==> src/rtl/yi_writer_if.sv <==
// rtl/yi_writer_if.sv - Yi beat stream and AXI4 write channels bundled for yi_writer
//
// Purpose: groups the input beat handshake and the AXI4 AW/W/B channels
// used by yi_writer into one bundle.
//   master modport : the writer side (consumes input beats, drives AW/W, accepts B)
//   slave modport  : the environment side (beat producer plus AXI memory slave)
// Signals:
//   input_valid/input_ready/input_data : 256-bit Yi beat stream, word 0 in [63:0]
//   m_axi_Yi_aw*                       : write address channel
//   m_axi_Yi_w*                        : write data channel
//   m_axi_Yi_b*                        : write response channel

interface yi_writer_if;
  logic         input_valid;
  logic         input_ready;
  logic [255:0] input_data;

  logic         m_axi_Yi_awid;
  logic [47:0]  m_axi_Yi_awaddr;
  logic [7:0]   m_axi_Yi_awlen;
  logic [2:0]   m_axi_Yi_awsize;
  logic [1:0]   m_axi_Yi_awburst;
  logic         m_axi_Yi_awlock;
  logic [3:0]   m_axi_Yi_awcache;
  logic [2:0]   m_axi_Yi_awprot;
  logic [3:0]   m_axi_Yi_awqos;
  logic         m_axi_Yi_awvalid;
  logic         m_axi_Yi_awready;

  logic [255:0] m_axi_Yi_wdata;
  logic [31:0]  m_axi_Yi_wstrb;
  logic         m_axi_Yi_wlast;
  logic         m_axi_Yi_wvalid;
  logic         m_axi_Yi_wready;

  logic         m_axi_Yi_bid;
  logic [1:0]   m_axi_Yi_bresp;
  logic         m_axi_Yi_bvalid;
  logic         m_axi_Yi_bready;

  modport master (
    input  input_valid, input_data,
    output input_ready,
    output m_axi_Yi_awid, m_axi_Yi_awaddr, m_axi_Yi_awlen, m_axi_Yi_awsize,
    output m_axi_Yi_awburst, m_axi_Yi_awlock, m_axi_Yi_awcache, m_axi_Yi_awprot,
    output m_axi_Yi_awqos, m_axi_Yi_awvalid,
    input  m_axi_Yi_awready,
    output m_axi_Yi_wdata, m_axi_Yi_wstrb, m_axi_Yi_wlast, m_axi_Yi_wvalid,
    input  m_axi_Yi_wready,
    input  m_axi_Yi_bid, m_axi_Yi_bresp, m_axi_Yi_bvalid,
    output m_axi_Yi_bready
  );

  modport slave (
    output input_valid, input_data,
    input  input_ready,
    input  m_axi_Yi_awid, m_axi_Yi_awaddr, m_axi_Yi_awlen, m_axi_Yi_awsize,
    input  m_axi_Yi_awburst, m_axi_Yi_awlock, m_axi_Yi_awcache, m_axi_Yi_awprot,
    input  m_axi_Yi_awqos, m_axi_Yi_awvalid,
    output m_axi_Yi_awready,
    input  m_axi_Yi_wdata, m_axi_Yi_wstrb, m_axi_Yi_wlast, m_axi_Yi_wvalid,
    output m_axi_Yi_wready,
    output m_axi_Yi_bid, m_axi_Yi_bresp, m_axi_Yi_bvalid,
    input  m_axi_Yi_bready
  );
endinterface

==> src/rtl/yi_writer.sv <==
// rtl/yi_writer.sv - AXI4 write master draining the packed 256-bit Yi result stream
//
// Purpose: buffers 256-bit Yi beats in a FIFO and writes them to memory as
// INCR bursts of at most MAX_BURST beats, starting at YVAL_BASE_ADDR.
// Ports:
//   clk          : clock
//   rstn         : asynchronous active-low reset
//   Write_Begin  : start pulse, honoured only when idle
//   Write_Length : job length in beats, latched with Write_Begin
//   Write_Done   : one-cycle pulse at job completion or abort
//   Write_Err    : sticky error flag, cleared by the next accepted Write_Begin
//   yi           : yi_writer_if.master (beat stream + AXI AW/W/B channels)
// Option: define YI_WRITER_BRESP_CHK_EN to abort a job on a non-OKAY bresp.

module yi_writer #(
  parameter logic [31:0] YVAL_BASE_ADDR = 32'h4000_0000,
  parameter int          FIFO_DEPTH     = 16,
  parameter int          MAX_BURST      = 16
) (
  input  logic          clk,
  input  logic          rstn,
  input  logic          Write_Begin,
  input  logic [31:0]   Write_Length,
  output logic          Write_Done,
  output logic          Write_Err,
  yi_writer_if.master   yi
);

  localparam int         AW      = $clog2(FIFO_DEPTH);
  localparam logic [AW:0] PTR_ONE = (AW+1)'(1);
  localparam logic [AW:0] DEPTH_C = (AW+1)'(FIFO_DEPTH);

  typedef enum logic [2:0] {S_IDLE, S_ADDR, S_DATA, S_RESP, S_DONE} state_t;

  state_t       state_q;
  logic [31:0]  remain_q;
  logic [31:0]  in_left_q;
  logic [47:0]  addr_q;
  logic [8:0]   blen_q;
  logic [7:0]   awlen_q;
  logic [7:0]   beat_q;
  logic [AW:0]  wr_ptr_q;
  logic [AW:0]  rd_ptr_q;
  logic         done_q;
  logic [255:0] mem_q [FIFO_DEPTH];

  logic [31:0]  remain_d;
  logic [8:0]   blen_d;
  logic [AW:0]  fifo_count;
  logic         fifo_full;
  logic         busy;
  logic         push;
  logic         pop;
  logic         aw_fire;
  logic         unused_bits;

  function automatic logic [8:0] burst_len(input logic [31:0] n);
    if (n >= 32'(MAX_BURST)) return 9'(MAX_BURST);
    return n[8:0];
  endfunction

  // Pointers carry one extra bit so full and empty are distinguishable.
  assign fifo_count = wr_ptr_q - rd_ptr_q;
  assign fifo_full  = (fifo_count == DEPTH_C);
  assign busy       = (state_q == S_ADDR) || (state_q == S_DATA) || (state_q == S_RESP);

  assign yi.input_ready = busy && !fifo_full && (in_left_q != 32'd0);
  assign push           = yi.input_valid && yi.input_ready;
  assign pop            = yi.m_axi_Yi_wvalid && yi.m_axi_Yi_wready;

  // The address is only offered once the whole burst is buffered, so the W
  // channel can never run dry mid-burst. Count only grows while in ADDR,
  // which keeps awvalid high once raised.
  assign yi.m_axi_Yi_awvalid = (state_q == S_ADDR) && (9'(fifo_count) >= blen_q);
  assign aw_fire             = yi.m_axi_Yi_awvalid && yi.m_axi_Yi_awready;

  assign yi.m_axi_Yi_awid    = 1'b0;
  assign yi.m_axi_Yi_awaddr  = addr_q;
  assign yi.m_axi_Yi_awlen   = awlen_q;
  assign yi.m_axi_Yi_awsize  = 3'b101;
  assign yi.m_axi_Yi_awburst = 2'b01;
  assign yi.m_axi_Yi_awlock  = 1'b0;
  assign yi.m_axi_Yi_awcache = 4'b0011;
  assign yi.m_axi_Yi_awprot  = 3'b000;
  assign yi.m_axi_Yi_awqos   = 4'b0000;

  assign yi.m_axi_Yi_wvalid  = (state_q == S_DATA);
  assign yi.m_axi_Yi_wdata   = mem_q[rd_ptr_q[AW-1:0]];
  assign yi.m_axi_Yi_wstrb   = '1;
  assign yi.m_axi_Yi_wlast   = (state_q == S_DATA) && (beat_q == awlen_q);

  assign yi.m_axi_Yi_bready  = (state_q == S_RESP);

  assign Write_Done = done_q;

  // bid is not checked: only one burst is ever outstanding.
  assign unused_bits = ^{yi.m_axi_Yi_bid, yi.m_axi_Yi_bresp};

  // Length of the burst to issue next: from the new job in IDLE, otherwise
  // from what is left after the burst being acknowledged.
  always_comb begin
    remain_d = remain_q - 32'(blen_q);
    blen_d   = burst_len((state_q == S_IDLE) ? Write_Length : remain_d);
  end

  always_ff @(posedge clk) begin
    if (push) mem_q[wr_ptr_q[AW-1:0]] <= yi.input_data;
  end

`ifdef YI_WRITER_BRESP_CHK_EN
  logic err_q;
  assign Write_Err = err_q;
`else
  assign Write_Err = 1'b0;
`endif

  always_ff @(posedge clk or negedge rstn) begin
    if (!rstn) begin
      state_q   <= S_IDLE;
      remain_q  <= 32'd0;
      in_left_q <= 32'd0;
      addr_q    <= 48'd0;
      blen_q    <= 9'd0;
      awlen_q   <= 8'd0;
      beat_q    <= 8'd0;
      wr_ptr_q  <= '0;
      rd_ptr_q  <= '0;
      done_q    <= 1'b0;
`ifdef YI_WRITER_BRESP_CHK_EN
      err_q     <= 1'b0;
`endif
    end else begin
      done_q <= 1'b0;
      if (push) begin
        wr_ptr_q  <= wr_ptr_q + PTR_ONE;
        in_left_q <= in_left_q - 32'd1;
      end
      if (pop) rd_ptr_q <= rd_ptr_q + PTR_ONE;

      unique case (state_q)
        S_IDLE: begin
          if (Write_Begin) begin
            remain_q  <= Write_Length;
            in_left_q <= Write_Length;
            addr_q    <= {16'd0, YVAL_BASE_ADDR};
            blen_q    <= blen_d;
            beat_q    <= 8'd0;
`ifdef YI_WRITER_BRESP_CHK_EN
            err_q     <= 1'b0;
`endif
            if (Write_Length == 32'd0) begin
              state_q <= S_DONE;
            end else begin
              // A 256-beat burst has blen_d[7:0] == 0, so this wraps to 255.
              awlen_q <= blen_d[7:0] - 8'd1;
              state_q <= S_ADDR;
            end
          end
        end
        S_ADDR: begin
          if (aw_fire) begin
            beat_q  <= 8'd0;
            state_q <= S_DATA;
          end
        end
        S_DATA: begin
          if (pop) begin
            beat_q <= beat_q + 8'd1;
            if (yi.m_axi_Yi_wlast) state_q <= S_RESP;
          end
        end
        S_RESP: begin
          if (yi.m_axi_Yi_bvalid) begin
`ifdef YI_WRITER_BRESP_CHK_EN
            if (yi.m_axi_Yi_bresp != 2'b00) begin
              // Abort: drop buffered beats and stop accepting more.
              err_q     <= 1'b1;
              in_left_q <= 32'd0;
              wr_ptr_q  <= '0;
              rd_ptr_q  <= '0;
              state_q   <= S_DONE;
            end else begin
`else
            begin
`endif
              remain_q <= remain_d;
              addr_q   <= addr_q + 48'({blen_q, 5'b00000});
              if (remain_d == 32'd0) begin
                state_q <= S_DONE;
              end else begin
                blen_q  <= blen_d;
                awlen_q <= blen_d[7:0] - 8'd1;
                state_q <= S_ADDR;
              end
            end
          end
        end
        S_DONE: begin
          done_q  <= 1'b1;
          state_q <= S_IDLE;
        end
        default: state_q <= S_IDLE;
      endcase
    end
  end

endmodule
==> src/flat_wrapper.sv <==
// flat-port wrapper written by rule: the top's interface ports become plain ports
module yi_writer_flat 
#(
  parameter logic [31:0] YVAL_BASE_ADDR = 32'h4000_0000,
  parameter int          FIFO_DEPTH     = 16,
  parameter int          MAX_BURST      = 16
)
  (clk, rstn, Write_Begin, Write_Length, Write_Done, Write_Err, yi_input_valid, yi_input_data, yi_input_ready, yi_m_axi_Yi_awid, yi_m_axi_Yi_awaddr, yi_m_axi_Yi_awlen, yi_m_axi_Yi_awsize, yi_m_axi_Yi_awburst, yi_m_axi_Yi_awlock, yi_m_axi_Yi_awcache, yi_m_axi_Yi_awprot, yi_m_axi_Yi_awqos, yi_m_axi_Yi_awvalid, yi_m_axi_Yi_awready, yi_m_axi_Yi_wdata, yi_m_axi_Yi_wstrb, yi_m_axi_Yi_wlast, yi_m_axi_Yi_wvalid, yi_m_axi_Yi_wready, yi_m_axi_Yi_bid, yi_m_axi_Yi_bresp, yi_m_axi_Yi_bvalid, yi_m_axi_Yi_bready);
  yi_writer_if yi_i ();
  input  logic clk;
  input  logic rstn;
  input  logic Write_Begin;
  input  logic [31:0] Write_Length;
  output logic Write_Done;
  output logic Write_Err;
  input wire logic [$bits(yi_i.input_valid)-1:0] yi_input_valid;
  input wire logic [$bits(yi_i.input_data)-1:0] yi_input_data;
  output wire logic [$bits(yi_i.input_ready)-1:0] yi_input_ready;
  output wire logic [$bits(yi_i.m_axi_Yi_awid)-1:0] yi_m_axi_Yi_awid;
  output wire logic [$bits(yi_i.m_axi_Yi_awaddr)-1:0] yi_m_axi_Yi_awaddr;
  output wire logic [$bits(yi_i.m_axi_Yi_awlen)-1:0] yi_m_axi_Yi_awlen;
  output wire logic [$bits(yi_i.m_axi_Yi_awsize)-1:0] yi_m_axi_Yi_awsize;
  output wire logic [$bits(yi_i.m_axi_Yi_awburst)-1:0] yi_m_axi_Yi_awburst;
  output wire logic [$bits(yi_i.m_axi_Yi_awlock)-1:0] yi_m_axi_Yi_awlock;
  output wire logic [$bits(yi_i.m_axi_Yi_awcache)-1:0] yi_m_axi_Yi_awcache;
  output wire logic [$bits(yi_i.m_axi_Yi_awprot)-1:0] yi_m_axi_Yi_awprot;
  output wire logic [$bits(yi_i.m_axi_Yi_awqos)-1:0] yi_m_axi_Yi_awqos;
  output wire logic [$bits(yi_i.m_axi_Yi_awvalid)-1:0] yi_m_axi_Yi_awvalid;
  input wire logic [$bits(yi_i.m_axi_Yi_awready)-1:0] yi_m_axi_Yi_awready;
  output wire logic [$bits(yi_i.m_axi_Yi_wdata)-1:0] yi_m_axi_Yi_wdata;
  output wire logic [$bits(yi_i.m_axi_Yi_wstrb)-1:0] yi_m_axi_Yi_wstrb;
  output wire logic [$bits(yi_i.m_axi_Yi_wlast)-1:0] yi_m_axi_Yi_wlast;
  output wire logic [$bits(yi_i.m_axi_Yi_wvalid)-1:0] yi_m_axi_Yi_wvalid;
  input wire logic [$bits(yi_i.m_axi_Yi_wready)-1:0] yi_m_axi_Yi_wready;
  input wire logic [$bits(yi_i.m_axi_Yi_bid)-1:0] yi_m_axi_Yi_bid;
  input wire logic [$bits(yi_i.m_axi_Yi_bresp)-1:0] yi_m_axi_Yi_bresp;
  input wire logic [$bits(yi_i.m_axi_Yi_bvalid)-1:0] yi_m_axi_Yi_bvalid;
  output wire logic [$bits(yi_i.m_axi_Yi_bready)-1:0] yi_m_axi_Yi_bready;
  assign yi_i.input_valid = yi_input_valid;
  assign yi_i.input_data = yi_input_data;
  assign yi_input_ready = yi_i.input_ready;
  assign yi_m_axi_Yi_awid = yi_i.m_axi_Yi_awid;
  assign yi_m_axi_Yi_awaddr = yi_i.m_axi_Yi_awaddr;
  assign yi_m_axi_Yi_awlen = yi_i.m_axi_Yi_awlen;
  assign yi_m_axi_Yi_awsize = yi_i.m_axi_Yi_awsize;
  assign yi_m_axi_Yi_awburst = yi_i.m_axi_Yi_awburst;
  assign yi_m_axi_Yi_awlock = yi_i.m_axi_Yi_awlock;
  assign yi_m_axi_Yi_awcache = yi_i.m_axi_Yi_awcache;
  assign yi_m_axi_Yi_awprot = yi_i.m_axi_Yi_awprot;
  assign yi_m_axi_Yi_awqos = yi_i.m_axi_Yi_awqos;
  assign yi_m_axi_Yi_awvalid = yi_i.m_axi_Yi_awvalid;
  assign yi_i.m_axi_Yi_awready = yi_m_axi_Yi_awready;
  assign yi_m_axi_Yi_wdata = yi_i.m_axi_Yi_wdata;
  assign yi_m_axi_Yi_wstrb = yi_i.m_axi_Yi_wstrb;
  assign yi_m_axi_Yi_wlast = yi_i.m_axi_Yi_wlast;
  assign yi_m_axi_Yi_wvalid = yi_i.m_axi_Yi_wvalid;
  assign yi_i.m_axi_Yi_wready = yi_m_axi_Yi_wready;
  assign yi_i.m_axi_Yi_bid = yi_m_axi_Yi_bid;
  assign yi_i.m_axi_Yi_bresp = yi_m_axi_Yi_bresp;
  assign yi_i.m_axi_Yi_bvalid = yi_m_axi_Yi_bvalid;
  assign yi_m_axi_Yi_bready = yi_i.m_axi_Yi_bready;
  yi_writer #(.YVAL_BASE_ADDR(YVAL_BASE_ADDR), .FIFO_DEPTH(FIFO_DEPTH), .MAX_BURST(MAX_BURST)) u_core (.clk(clk), .rstn(rstn), .Write_Begin(Write_Begin), .Write_Length(Write_Length), .Write_Done(Write_Done), .Write_Err(Write_Err), .yi(yi_i));
endmodule
==> config.mk <==
export PLATFORM = sky130hd
export DESIGN_NAME = yi_writer_flat
export DESIGN_NICKNAME = d
export VERILOG_FILES = /design/src/rtl/yi_writer_if.sv /design/src/rtl/yi_writer.sv /design/src/flat_wrapper.sv
export SDC_FILE = /design/constraint.sdc
export NUM_CORES = 2
export LEC_CHECK = 0
export ABC_AREA = 1
export BUFFER_PORTS_ARGS = -buffer_cell sky130_fd_sc_hd__buf_2
export CORE_MARGIN = 3
export CORE_UTILIZATION = 25
export DETAILED_ROUTE_END_ITERATION = 12
export GPL_ROUTABILITY_DRIVEN = 1
export PLACE_DENSITY = 0.36
export SETUP_SLACK_MARGIN = 0.15
export SLEW_MARGIN = 20
export SYNTH_ARGS = -nofsm -noshare
export SYNTH_HDL_FRONTEND = slang
export SYNTH_SLANG_ARGS = --single-unit
==> constraint.sdc <==
create_clock -name clk -period 25.9 [get_ports clk]
set_input_delay 1.295 -clock clk [delete_from_list [all_inputs] [get_ports clk]]
set_output_delay 1.295 -clock clk [all_outputs]
set_load 0.005 [all_outputs]
# Word level (Yosys, flattened, before mapping)
# Memory sizes are Yosys's and may differ from the RTL's.
# Cells that the tools add are included.
dict set report totals {
  ff_bits 151
  latchBits 0
  ram_bits 4096
  rom_bits 0
  inputBits 298
  output_inout_bits 369
  word_cells 92
  memories 1
}
dict set report op_classes {
  add_sub_neg 8
  multipliers 0
  div_mod_pow 0
  order_cmp 2
  n_eq_ne 13
  shifts 0
  mux 37
  n_bitwise 0
  n_reduce_logical 21
}
# name depth width rd rd_clocked_by_memory_dff write_ports line_no
set memory_table {}
lappend memory_table {u_core.mem_q 16 256 1 0 1 yi_writer.sv:45} ;# logic [255:0] mem_q [FIFO_DEPTH];
# operator count
set op_table {}
lappend op_table {{two-way mux 32 bit} 6}
lappend op_table {{two-way mux 48 bit} 2}
lappend op_table {{one-hot mux 48 bit (2 select lines)} 1}
lappend op_table {{logical NOT 32 bit} 2}
lappend op_table {{one-hot mux 32 bit (2 select lines)} 1}
lappend op_table {{two-way mux 8 bit} 7}
lappend op_table {{adder 48 x 14 -> 48 bit} 1}
lappend op_table {{two-way mux 9 bit} 5}
lappend op_table {{>= comparator 32 x 5 -> 1 bit, second input constant} 1}
lappend op_table {{nonzero test 32 bit} 1}
lappend op_table {{subtractor 32 x 1 -> 32 bit, second input constant} 1}
lappend op_table {{subtractor 32 x 9 -> 32 bit} 1}
lappend op_table {{one-hot mux 8 bit (3 select lines)} 1}
lappend op_table {{two-way mux 3 bit} 7}
lappend op_table {{one-hot mux 9 bit (2 select lines)} 1}
lappend op_table {{one-hot mux 8 bit (2 select lines)} 1}
lappend op_table {{!= test 2 bit, second input constant} 6}
lappend op_table {{one-hot mux 3 bit (4 select lines)} 1}
lappend op_table {{adder 5 x 1 -> 5 bit, second input constant} 2}
lappend op_table {{AND reduction 5 bit} 2}
lappend op_table {{>= comparator 5 x 9 -> 1 bit} 1}
lappend op_table {{adder 8 x 1 -> 8 bit, second input constant} 1}
lappend op_table {{equality test 8 bit} 1}
lappend op_table {{AND reduction 4 bit} 2}
lappend op_table {{other kinds (15)} 26}

# Depth between registers and ports, before layout
dict set report logic_depth {
  ltp_word 9
  mapped_depth 26
}

# Worst setup path after synthesis
# No wires, ideal clock.
dict set report synth_timing {
  path_kind {flip-flop to flip-flop}
  from {register u_core.rd_ptr_q[1]}
  to {memory u_core.mem_q[0][0] (enable)}
  arrival_ps 13556
  slack_ps 11467
  path_stages_with_launch 17
  period_less_slack_ps 14433
  cell_sequence {dfrtp_1 -> clkbuf_1 -> inv_2 -> clkbuf_1 -> clkbuf_1 -> clkbuf_1 -> fa_1 -> a21oi_1 -> o21bai_1 -> xor2_1 -> a31oi_1 -> nand2_1 -> inv_2 -> buf_2 -> buf_4 -> nand2_1 -> nor2_1}
}
dict set report synth_between {
  elab_chain_len 8
}
# item line_no
set synth_lines {}
lappend synth_lines {{start, declared} yi_writer.sv:43} ;# logic [AW:0] rd_ptr_q;
lappend synth_lines {{start signal, assigned} yi_writer.sv:138} ;# if (pop) rd_ptr_q <= rd_ptr_q + PTR_ONE;
lappend synth_lines {{subtractor 5 bit} yi_writer.sv:63} ;# assign fifo_count = wr_ptr_q - rd_ptr_q;
lappend synth_lines {{equality test 5 bit} yi_writer.sv:64} ;# assign fifo_full = (fifo_count == DEPTH_C);
lappend synth_lines {{logical NOT 1 bit} yi_writer.sv:67} ;# assign yi.input_ready = busy && !fifo_full && (in_left_q != 32'd0);
lappend synth_lines {{logical AND 1 bit (2 in a row)} yi_writer.sv:67}
lappend synth_lines {{net yi_input_ready} flat_wrapper.sv:18} ;# output wire logic [$bits(yi_i.input_ready)-1:0] yi_input_ready;
lappend synth_lines {{logical AND 1 bit} yi_writer.sv:68} ;# assign push = yi.input_valid && yi.input_ready;
lappend synth_lines {{two-way mux 1 bit} yi_writer.sv:107} ;# if (push) mem_q[wr_ptr_q[AW-1:0]] <= yi.input_data;
lappend synth_lines {{two-way mux 1 bit (implied by the code)} yi_writer.sv:107}
lappend synth_lines {{end, declared} yi_writer.sv:45}
# The timed path passes the listed nets, and every way through them passes these cells.

# Worst setup path in the final report
dict set report layout_timing {
  from {register u_core.rd_ptr_q[0]}
  to {output yi_m_axi_Yi_wdata[170]}
}
dict set report layout_between {
  elab_chain_len 1
}
# item line_no
set layout_lines {}
lappend layout_lines {{memory (16 x 256 bit)} -}
lappend layout_lines {{end, declared} flat_wrapper.sv:30} ;# output wire logic [$bits(yi_i.m_axi_Yi_wdata)-1:0] yi_m_axi_Yi_wdata;
# Every way passes these cells.

==> impl_metrics.yaml <==
global_route:
  grt_pass1_wl_um: 817000
  grt_max_degree: 201
  grt_pass1_vias: 106000
  grt_overflow: 0
  gr-usage-all-layers_pct: 16.2
  antenna_found_initial: 135
setup_path:
  startpoint: "u_core.rd_ptr_q[0]"
  cpPeakStageDelay_ns: 0.84
  worst_setup_path_start_kind: "flip-flop"
  critPathRequiredTime_ns: 24.60
  r2r-start: "u_core.rd_ptr_q[1]"
  cp.arrival_ns: 8.00
  cpLargestDelayFamily: "buffers and inverters"
  reg2reg_slack_ns: 17.14
  cp-end-kind: "output pin"
  path_cells: "buf_4 -> buf_4 -> buf_12 -> buf_4 -> buf_4 -> buf_4 -> buf_4 -> o21ai_0 -> o221ai_1 -> o211ai_1 -> nand3_1 -> buf_2"
  cpMostUsedCell: "buf_4"
  cp_num_buf_inv: 8
  crit_slowest_cell: "buf_4"
  crit_fanout: 165
  setup.worst_path.class: "flip-flop to output pin"
power:
  irDropWorstVdd_uv: 90.5
  p_total_mw: 22.6
  p_per_area_nw_per_um2: 115
  leakage_nw: 62.7
clock_tree:
  cts_made_buffers: 485
  cts_tree: "yes"
  cts_resized: 0
  clkTransAtPathRegs_ns: 0.06
  insertion_delay_ns: 1.08
  hold_buffers: 0
  cts_setup_buffers: 0
  clkSinkCount: 4242
  clk_path_buf_depth: 4
  htreeDepth: 5
  cts_root_buf: "clkbuf_16"
placed_design:
  numPortBuffers: 607
  gp_congestion: 0.794
  placed_area_um2: 181000
  pre_cts_ws_ns: 16.71
  hpwl_um: 298000
route:
  route.vias.total: 107000
  drc: 0
  wl_per_cell_um: 25.4
  drtPass1Iterations: 6
  routed_via_density: 4.73
  ant_nets: 0
  drt_wl_total_um: 574000
  drtIter0Drc: 7134
synth:
  synth_compound_area_share_pct: 11.8
  synthSimpleGateAreaFrac_pct: 9.56
  syn_area_um2: 168000
  synthDistinctLibCells: 54
  synthXorXnorAreaFrac_pct: 0.292
  synthArstFlopShare_pct: 3.44
  synthMuxAreaShare_pct: 0
  synth.avg_cell_area_um2: 13.1
  synth_edf_count: 4096
  ys_seq_area_share_pct: 75.4
  yosys_warnings: 0
  ys_ff_latch: 4242
  synth_top_family_by_area: "compound AO/OA/AOI/OAI gates"
  netlist_instances: 12800
  synthAdderAreaFrac_pct: 0.304
  ys.flop_type: "edfxtp_1"
timing:
  period_share_pct: 35.9
  fin_crit_ns: 9.30
  fin_tns_setup_ns: 0
  hold_viol: 0
  tightest_slew_ns: 1.20
  setup_violations: 0
  slew_violations: 0
  finClkSkew_ns: 0.118
  setup_slack_ns: 16.60
  fmax_ghz: 0.108
  rsz0062_at_grt: "false"
  slew-limit-headroom_pct: 20.0
die:
  fp.dieH_um: 826
  start_util_pct: 25.1
  die-area_um2: 682000
  io_pins: 667
  core-area_um2: 669000
  rows: 300
  die_w_um: 826
cells_and_area:
  syn2layout_area_growth_pct: 16.5
  final_cell_mix: "4096 x edfxtp_1, 2241 x nor2_1, 2155 x o21ai_0"
  fin_nets: 13600
  fin_area_um2: 196000
  fin_util_pct: 29.3
  nFillCells: 68300
  drive_above_1_share_pct: 11.6
  layout_commonest_cell: "edfxtp_1"
status:
  status: "complete, no violations"
job:
  cap_violations: 0
min_path:
  min_path_type: "input port to asynchronous set/reset pin"
[synthesized netlist by cell type (14+ instances only)]
master	count	area (um^2)
nor4_1	21	131
ha_1	36	450
inv_2	27	101
o22ai_1	613	3830
a21oi_1	70	350
buf_2	19	95.1
clkbuf_1	777	2920
o21ai_0	2155	10800
o221ai_1	425	3720
nand4_1	48	300
nor2_2	14	87.6
nand2_2	32	200
xnor2_1	27	236
nand3_1	523	2620
nand2_1	929	3490
xor2_1	29	254
nor3_1	35	175
buf_4	60	450
o211ai_1	98	736
nor2_1	2258	8480
buf_1	61	229
edfxtp_1	4096	123000
inv_1	182	683
dfrtp_1	146	3650
[layout make-up]
class	instances	area, um^2	share of cell area, %
Inverter	210	831	0.424
Clock inverter	263	2080	1.06
Multi-Input combinational cell	7484	37200	19.0
Sequential cell	4242	127000	64.7
Antenna cell	33	82.6	0.0422
Clock buffer	624	12700	6.47
Tap cell	8909	11100	5.69
Timing Repair Buffer	829	5090	2.60
[worst register-to-register path: cells and delay by family (launching register included)]
family | cells | cell delay (ns)
XOR/XNOR | 1 | 0.18
flip-flops | 1 | 0.94
AND/OR/NAND/NOR | 3 | 1.19
adder cells (fa/ha/maj) | 1 | 0.57
buffers and inverters | 8 | 4.86
AO/OA/AOI/OAI | 3 | 0.62
[where the power goes]
group          internal [mW]  total, mW  leakage [nW]  switching [mW]
Clock                   3.57       6.47          7.14            2.90
Sequential              8.17       8.38          38.8           0.207
Combinational           2.02       7.72          16.7            5.70
Total                   13.8       22.6          62.7            8.80
[flip-flops by register name, summed over array words and instances, names as in the netlist]
signal	cells
u_core.blen_q	9
u_core.remain_q	32
u_core.yi.m_axi_Yi_awaddr	43
u_core.in_left_q	32
u_core.yi.m_axi_Yi_awlen	8
u_core.mem_q	4096
u_core.beat_q	8
u_core.state_q	3
u_core.wr_ptr_q	5
u_core.rd_ptr_q	5
u_core.Write_Done	1
[final timing paths]
path                                                  to  depth (start not counted)
setup / recovery                  yi_m_axi_Yi_wdata[170]                         12
hold / removal             u_core.yi.m_axi_Yi_awaddr[35]                          1
setup reg to reg                    u_core.mem_q[7][131]                         16
hold reg to reg                       u_core.wr_ptr_q[4]                          1
max in group asynchronous             u_core.rd_ptr_q[0]                          2
min in group clk                      u_core.wr_ptr_q[4]                          1
[stage by stage]
step           hold WS [ns]  instances
3_3_place_gp          0.475      21700
6_report              0.380      22600
2_1_floorplan         0.430      12900
5_1_grt               0.383      22600
4_1_cts               0.335      22600
3_5_place_dp          0.484      21700
[cells by family after synthesis]
group | Yosys count
flops | 4242
simple gates | 3918
compound gates | 3415
buf+inv | 1128
xor+xnor | 56
fa+ha+maj | 39
other cells | 2
[routing by layer]
metal / GRT usage [%] / share of wire (%) / vias to the layer above
met5: 0 / 0.066 / -
met4: 3.63 / 2.3 / 62
met3: 2.41 / 4.3 / 877
met2: 27.6 / 48 / 2090
met1: 21.8 / 45 / 55200
li1: - / - / 48700
No activity file was read; power rests on OpenSTA's default activity.
